==> config.mk <==
export PLATFORM = sky130hd
export DESIGN_NAME = pipelined_csel_addsub
export DESIGN_NICKNAME = d
export VERILOG_FILES = /design/src/rtl/pipelined_csel_addsub.sv
export SDC_FILE = /design/constraint.sdc
export NUM_CORES = 1
export LEC_CHECK = 0
export CAP_MARGIN = 20
export CORE_MARGIN = 5
export CORE_UTILIZATION = 50
export DETAILED_ROUTE_END_ITERATION = 8
export PLACE_DENSITY_LB_ADDON = 0.15
export SLEW_MARGIN = 20
export SYNTH_ARGS = -nofsm -noshare
export SYNTH_HDL_FRONTEND = slang
export SYNTH_SLANG_ARGS = --single-unit
export TNS_END_PERCENT = 5
==> constraint.sdc <==
create_clock -name clk -period 8.3 [get_ports clk]
set_clock_uncertainty 0.15 [all_clocks]
set_input_delay 1.66 -clock clk [delete_from_list [all_inputs] [get_ports clk]]
set_output_delay 1.66 -clock clk [all_outputs]
set_load 0.02 [all_outputs]
==> src/rtl/pipelined_csel_addsub.sv <==
// pipelined_csel_addsub
//   Two-stage pipelined carry-select adder/subtractor with valid/ready flow control.
//   Stage 1 registers the operands on an input handshake. Stage 2 registers the
//   result computed from the stage-1 operands by a carry-select adder.
//
// Parameters
//   WIDTH  operand/result width in bits (>= 2)
//   BLOCK  carry-select block width; must divide WIDTH exactly
//
// Ports
//   clk        rising-edge clock
//   reset      synchronous, active-high reset
//   in_valid   operand beat valid
//   in_ready   stage 1 can accept a beat this cycle (combinational from out_ready)
//   a, b       operands
//   cin        carry-in (add) / borrow-in (sub)
//   sub        0: a + b + cin, 1: a - b - cin
//   out_valid  result beat valid
//   out_ready  consumer accepts the result this cycle
//   sum        result modulo 2^WIDTH
//   cout       raw carry out of the MSB (subtract: 1 means no borrow)
//   ovf        signed two's-complement overflow
module pipelined_csel_addsub #(
  parameter int unsigned WIDTH = 16,
  parameter int unsigned BLOCK = 4
) (
  input  logic             clk,
  input  logic             reset,
  input  logic             in_valid,
  output logic             in_ready,
  input  logic [WIDTH-1:0] a,
  input  logic [WIDTH-1:0] b,
  input  logic             cin,
  input  logic             sub,
  output logic             out_valid,
  input  logic             out_ready,
  output logic [WIDTH-1:0] sum,
  output logic             cout,
  output logic             ovf
);

  localparam int unsigned NumBlk = (BLOCK == 0) ? 1 : WIDTH / BLOCK;

  if ((WIDTH < 2) || (BLOCK == 0) || ((WIDTH % BLOCK) != 0)) begin : g_bad_param
    $error("pipelined_csel_addsub: WIDTH must be >= 2 and a multiple of BLOCK");
  end

  // Ripple-carry adder for one block; returns {carry_out, sum}.
  function automatic logic [BLOCK:0] ripple(input logic [BLOCK-1:0] x,
                                            input logic [BLOCK-1:0] y,
                                            input logic             ci);
    logic             c;
    logic [BLOCK-1:0] s;
    c = ci;
    s = '0;
    for (int i = 0; i < BLOCK; i++) begin
      s[i] = x[i] ^ y[i] ^ c;
      c    = (x[i] & y[i]) | (c & (x[i] ^ y[i]));
    end
    return {c, s};
  endfunction

  // ---------------------------------------------------------------------------
  // Pipeline state
  // ---------------------------------------------------------------------------
  logic             s1_valid_q, s1_valid_d;
  logic [WIDTH-1:0] a_q, a_d;
  logic [WIDTH-1:0] b_q, b_d;
  logic             cin_q, cin_d;
  logic             sub_q, sub_d;

  logic             out_valid_q, out_valid_d;
  logic [WIDTH-1:0] sum_q, sum_d;
  logic             cout_q, cout_d;
  logic             ovf_q, ovf_d;

  logic             s2_load;
  logic             in_hs;

  // ---------------------------------------------------------------------------
  // Flow control
  // ---------------------------------------------------------------------------
  // Stage 1 drains into stage 2 whenever stage 2 is empty or being consumed.
  assign s2_load  = s1_valid_q & (~out_valid_q | out_ready);
  // Combinational path from out_ready keeps full throughput under a stall-free
  // consumer without a skid buffer.
  assign in_ready = ~s1_valid_q | s2_load;
  assign in_hs    = in_valid & in_ready;

  // ---------------------------------------------------------------------------
  // Carry-select datapath on stage-1 operands
  // ---------------------------------------------------------------------------
  // Subtraction as a - b - bin = a + ~b + ~bin.
  logic [WIDTH-1:0] bx;
  logic             c0;
  logic [NumBlk:0]  blk_c;
  logic [WIDTH-1:0] sum_c;
  logic             msb_cin;

  assign bx       = sub_q ? ~b_q : b_q;
  assign c0       = sub_q ? ~cin_q : cin_q;
  assign blk_c[0] = c0;

  for (genvar k = 0; k < NumBlk; k++) begin : g_blk
    if (k == 0) begin : g_first
      assign {blk_c[1], sum_c[BLOCK-1:0]} = ripple(a_q[BLOCK-1:0], bx[BLOCK-1:0], blk_c[0]);
    end else begin : g_sel
      logic [BLOCK:0] r0;
      logic [BLOCK:0] r1;
      assign r0 = ripple(a_q[k*BLOCK +: BLOCK], bx[k*BLOCK +: BLOCK], 1'b0);
      assign r1 = ripple(a_q[k*BLOCK +: BLOCK], bx[k*BLOCK +: BLOCK], 1'b1);
      // Previous block's carry picks the precomputed result.
      assign {blk_c[k+1], sum_c[k*BLOCK +: BLOCK]} = blk_c[k] ? r1 : r0;
    end
  end

  // Carry into the MSB is recovered from the MSB sum bit: s = a ^ b ^ c.
  assign msb_cin = sum_c[WIDTH-1] ^ a_q[WIDTH-1] ^ bx[WIDTH-1];

  // ---------------------------------------------------------------------------
  // Next-state logic
  // ---------------------------------------------------------------------------
  always_comb begin
    s1_valid_d = (in_hs) | (s1_valid_q & ~s2_load);
    a_d        = a_q;
    b_d        = b_q;
    cin_d      = cin_q;
    sub_d      = sub_q;
    if (in_hs) begin
      a_d   = a;
      b_d   = b;
      cin_d = cin;
      sub_d = sub;
    end
  end

  always_comb begin
    out_valid_d = s1_valid_q ? 1'b1 : (out_valid_q & ~out_ready);
    sum_d       = sum_q;
    cout_d      = cout_q;
    ovf_d       = ovf_q;
    if (s2_load) begin
      sum_d  = sum_c;
      cout_d = blk_c[NumBlk];
      ovf_d  = msb_cin ^ blk_c[NumBlk];
    end
  end

  // ---------------------------------------------------------------------------
  // Registers
  // ---------------------------------------------------------------------------
  always_ff @(posedge clk) begin
    if (reset) begin
      s1_valid_q  <= 1'b0;
      a_q         <= '0;
      b_q         <= '0;
      cin_q       <= 1'b0;
      sub_q       <= 1'b0;
      out_valid_q <= 1'b0;
      sum_q       <= '0;
      cout_q      <= 1'b0;
      ovf_q       <= 1'b0;
    end else begin
      s1_valid_q  <= s1_valid_d;
      a_q         <= a_d;
      b_q         <= b_d;
      cin_q       <= cin_d;
      sub_q       <= sub_d;
      out_valid_q <= out_valid_d;
      sum_q       <= sum_d;
      cout_q      <= cout_d;
      ovf_q       <= ovf_d;
    end
  end

  assign out_valid = out_valid_q;
  assign sum       = sum_q;
  assign cout      = cout_q;
  assign ovf       = ovf_q;

endmodule

# --- After elaboration in Yosys (flattened, before gate mapping) ---
# Cells that the tools add are included.
op_classes:
  muxes: 6
  bitwise: 120
ops:
  columns: ["operator", "count"]
  rows:
  - ["1-bit bitwise AND", 42]
  - ["1-bit bitwise XOR", 41]
  - ["1-bit OR", 28]
  - ["16-bit two-way mux", 1]
  - ["16-bit inverter", 1]
  - ["5-bit two-way mux", 3]
  - ["1-bit inverter", 8]
  - ["1-bit two-way mux", 2]
totals:
  ff_bits: 54
  inputBits: 38

# --- Depth between registers and ports, before layout ---
depth:
  ltp_word: 17
  mapped_depth: 26
  mapped_depth_nobuf: 24

# --- Worst setup path after synthesis ---
# OpenSTA, ideal clock, no wires.
synth_path:
  path_kind: "reg2reg"
  from: "register sub_q"
  to: "register ovf_q (netlist: ovf)"
  setup_ns: 0.070
  arrival_ns: 6.479
  required_ns: 8.080
  path_slack_ns: 1.601
  path_stages_with_launch: 27
  n_path_buf: 2
  cell_sequence: "dfxtp_1 -> buf_4 -> buf_2 -> xnor2_1 -> fa_1 -> fa_1 -> fa_1 -> inv_1 -> fa_1 -> mux2i_1 -> fa_1 -> fa_1 -> inv_1 -> fa_1 -> mux2i_1 -> fa_1 -> fa_1 -> fa_1 -> mux2i_1 -> fa_1 -> fa_1 -> inv_1 -> fa_1 -> xnor3_1 -> xnor2_1 -> nand2_1 -> a21oi_1"
synth_between:
  elab_chain_cells: 16
  word_cells_on_any_way: 89
synth_lines:
  columns: ["item", "line", "source"]
  rows:
  - ["from (decl)", "70", "logic sub_q, sub_d;"]
  - ["from (signal assigned)", "168", "sub_q <= sub_d;"]
  - ["16-bit two-way mux", "100", "assign bx = sub_q ? ~b_q : b_q;"]
  - ["1-bit bitwise XOR", "58", "c = (x[i] & y[i]) | (c & (x[i] ^ y[i]));"]
  - ["1-bit bitwise AND", "58", null]
  - ["1-bit OR", "58", null]
  - ["1-bit bitwise AND", "58", null]
  - ["1-bit OR", "58", null]
  - ["1-bit bitwise AND", "58", null]
  - ["1-bit OR", "58", null]
  - ["1-bit bitwise AND", "58", null]
  - ["1-bit OR", "58", null]
  - ["5-bit two-way mux (2 in a row)", "113", "assign {blk_c[k+1], sum_c[k*BLOCK +: BLOCK]} = blk_c[k] ? r1 : r0;"]
  - ["5-bit two-way mux *", "113", null]
  - ["net sum_c[15]", "97", "logic [WIDTH-1:0] sum_c;"]
  - ["1-bit bitwise XOR * (2 in a row)", "118", "assign msb_cin = sum_c[WIDTH-1] ^ a_q[WIDTH-1] ^ bx[WIDTH-1];"]
  - ["1-bit bitwise XOR *", "145", "ovf_d = msb_cin ^ blk_c[NumBlk];"]
  - ["to (signal assigned)", "172", "ovf_q <= ovf_d;"]
  - ["to (decl)", "75", "logic ovf_q, ovf_d;"]
# The timed path passes the listed nets; every way through them passes the cells marked *.
# A chain may end at the register's enable or synchronous reset.

# --- Worst setup path after layout ---
# Same ends and word-level chain as after synthesis.

==> impl_metrics.py <==
metrics = {
    "route": {
        "vias_per_cell": 4.81,
        "vias": 1968,
        "first_pass_iters": 4,
        "drt_iter0_markers": 105,
        "post_drt_wl_per_cell_um": 12.6,
        "drc": 0,
        "antenna_left": 0,
        "routed_wl_mm": 5.15,
    },
    "synth": {
        "synthCells": 291,
        "synth-main-ff-cell": "dfxtp_1",
        "ys_top_cells_by_area": "dfxtp_1, nand2_1, fa_1, a21oi_1, a211oi_2",
        "ys_types": 22,
        "netlist.area_leader.share_pct": 41.4,
        "ys_warn_count": 0,
        "synth_area_sq_um": 2610,
        "async_reset_ff_share_pct": 0,
        "synth_top_cells_by_count": "nand2_1, dfxtp_1, a21oi_1",
        "avgSynthCellArea_sq_um": 8.97,
        "synth_nets": 348,
        "synth_area_leader_cell": "dfxtp_1",
        "yosysMostFrequentCell": "nand2_1",
        "synth_seq_cells": 54,
        "synth-edff-count": 0,
        "ys_seq_area_share_pct": 41.4,
    },
    "global_routing": {
        "grt_use_total_pct": 16.0,
        "grt_first_pass_wirelength_mm": 8.20,
        "first_global_vias": 1822,
        "antenna_found_initial": 0,
        "grt_max_degree": 55,
        "grt-ovfl-total": 0,
    },
    "pwr": {
        "p_seq_share_pct": 48.8,
        "vdd_drop_max_mv": 0.0958,
        "share_comb_of_total_power_pct": 20.4,
        "p_per_area_nw_per_um2": 181,
        "power_switching_mw": 0.160,
        "swShare_pct": 27.3,
        "power.leakage_nw": 1.27,
        "power.internal_mw": 0.427,
        "p_clk_share_pct": 30.9,
    },
    "clock_tree": {
        "ctsHoldBuffers": 0,
        "cts.clk_slew.worst_paths_ps": 110,
        "cts_buffer_depth": 2,
        "numClockSinks": 54,
        "ctsResizeCount": 0,
        "cts_tree": "built",
        "h-tree-depth": 2,
        "clockRootBuffer": "clkbuf_8",
        "clock_latency_ps": 310,
        "post_cts_buffers": 0,
        "numCtsBuffers": 5,
    },
    "sta": {
        "setup_tns_ps": 0,
        "relSlewSlack_pct": 29.7,
        "fin_crit_ps": 6910,
        "drv_slew": 0,
        "fmax_mhz": 145,
        "setup_viol": 0,
        "grt_setup_unrepaired": "false",
        "hold_viol": 0,
        "worstMarginPinSlew_ps": 1050,
        "min_period_over_period_pct": 83.2,
    },
    "cells_and_area": {
        "syn_to_final_growth_pct": 24.5,
        "drive_gt1_share_pct": 7.08,
        "stdcell_count": 409,
        "antenna_cells": 0,
        "fin_nets": 395,
        "fin_area_sq_um": 3250,
    },
    "critical_path": {
        "crit_required_ps": 8370,
        "critPathCaptureType": "flip-flop",
        "critPathLaunch": "sub_q",
        "r2r-end": "ovf",
        "critPathKind": "reg -> reg",
        "rrSetupSlack_ps": 1390,
        "reg2reg_from": "sub_q",
        "cp.arrival_ps": 6980,
        "r2r_cells": 24,
        "cp-endpoint": "ovf",
        "crit_fanout": 7,
        "cp-start-kind": "flip-flop",
    },
    "placed_design": {
        "portBuffers": 57,
        "place_area_sq_um": 3130,
        "dp.cells": 401,
        "hpwl_mm": 3.63,
        "place_congestion": 0.782,
    },
    "die": {
        "start_util_pct": 51.4,
        "ioPinCount": 58,
        "rows": 26,
        "dieArea_sq_um": 6770,
        "die-height_um": 82.3,
        "fp.dieW_um": 82.3,
        "core_area_sq_um": 5070,
    },
    "outcome": {
        "status": "finished clean",
    },
    "run": {
        "cap_violations": 0,
    },
    "min_path": {
        "worstHoldPathCells": 2,
        "hold_class": "reg -> reg",
    },
}
[power groups by stage]
stage / registers, mW / clock network, mW / logic (mW)
3_5_place_dp: 0.292 / 0 / 0.121
5_1_grt: 0.289 / 0.199 / 0.132
2_1_floorplan: 0.298 / 0 / 0.0735
6_report: 0.286 / 0.181 / 0.120
4_1_cts: 0.287 / 0.187 / 0.122
3_3_place_gp: 0.292 / 0 / 0.120
[cell usage in the layout (no fill, tap or decap), drive strengths merged]
cell type / count
bufinv: 1
clkinv: 1
nand2b: 1
ha: 6
dfxtp: 54
nor2: 10
xnor2: 12
nand3b: 1
xnor3: 1
inv: 22
and2: 2
mux2i: 3
clkdlybuf4s50: 56
a21oi: 44
clkbuf: 5
buf: 2
xor2: 9
a211oi: 10
fa: 13
nand2: 86
[cells by family (layout without fill, tap and decap cells)]
kind of cell / count (synthesis) / count (layout) / share of synthesized area, %
adder cells (fa/ha/maj): 19 / 19 / 12.8
flip-flops: 54 / 54 / 41.4
XOR/XNOR: 22 / 22 / 7.91
AO/OA/AOI/OAI: 54 / 54 / 13.2
multiplexers: 3 / 3 / 1.15
AND/OR/NAND/NOR: 100 / 100 / 15.1
buffers and inverters: 39 / 87 / 8.29
[registers in the layout, summed over array words and instances, names as in the netlist]
signal,cells
a_q,16
b_q,16
sum,16
cin_q,1
cout,1
out_valid,1
ovf,1
s1_valid_q,1
sub_q,1
[stage by stage]
stage | hold WS, ps | utilization (%) | worst slack (ps) | total power, mW
6_report | 311 | 64.1 | 1390 | 0.587
5_1_grt | 332 | 64.1 | 1090 | 0.620
4_1_cts | 311 | 64.0 | 1370 | 0.595
3_5_place_dp | 297 | 61.7 | 1440 | 0.414
3_3_place_gp | 292 | 61.7 | 1580 | 0.412
2_1_floorplan | 286 | - | 1600 | 0.372
[metal layers]
| layer | wire [um] | track usage, % | up-vias |
|---|---|---|---|
| li1 | - | - | 1005 |
| met1 | 2220 | 19.1 | 914 |
| met2 | 2620 | 28.4 | 45 |
| met3 | 257 | 3.47 | 4 |
| met4 | 47 | 4.98 | 0 |
| met5 | 0 | 0 | - |
[worst min path at each step]
stage / start / endpoint
after global routing: a_q[5] / a_q[5]
after detailed placement: a_q[5] / a_q[5]
after CTS: cout / cout
final: sum[15] / sum[15]
after global placement: ovf / ovf
after floorplan: a_q[0] / a_q[0]
[critical path: stages (launching register included)]
cell	delay (ps)
dfxtp_1	550
xnor2_1	150
fa_1	410
fa_1	390
fa_1	370
inv_1	70
fa_1	220
mux2i_1	100
fa_1	390
fa_1	360
inv_1	80
fa_1	220
mux2i_1	100
fa_1	400
fa_1	410
fa_1	440
mux2i_1	160
fa_1	400
fa_1	390
inv_1	80
fa_1	430
xnor3_1	200
xnor2_1	150
nand2_1	70
a21oi_1	140
[layout make-up]
| type | instances | area (sq um) |
|---|---|---|
| fill | 475 | 1820 |
| inverter | 21 | 78.8 |
| tap | 70 | 87.6 |
| clock inverter | 3 | 47.5 |
| sequential | 54 | 1080 |
| timing repair buffer | 58 | 573 |
| clock buffer | 5 | 68.8 |
| multi-input combinational | 198 | 1310 |
No activity file was read; power rests on OpenSTA's default activity.
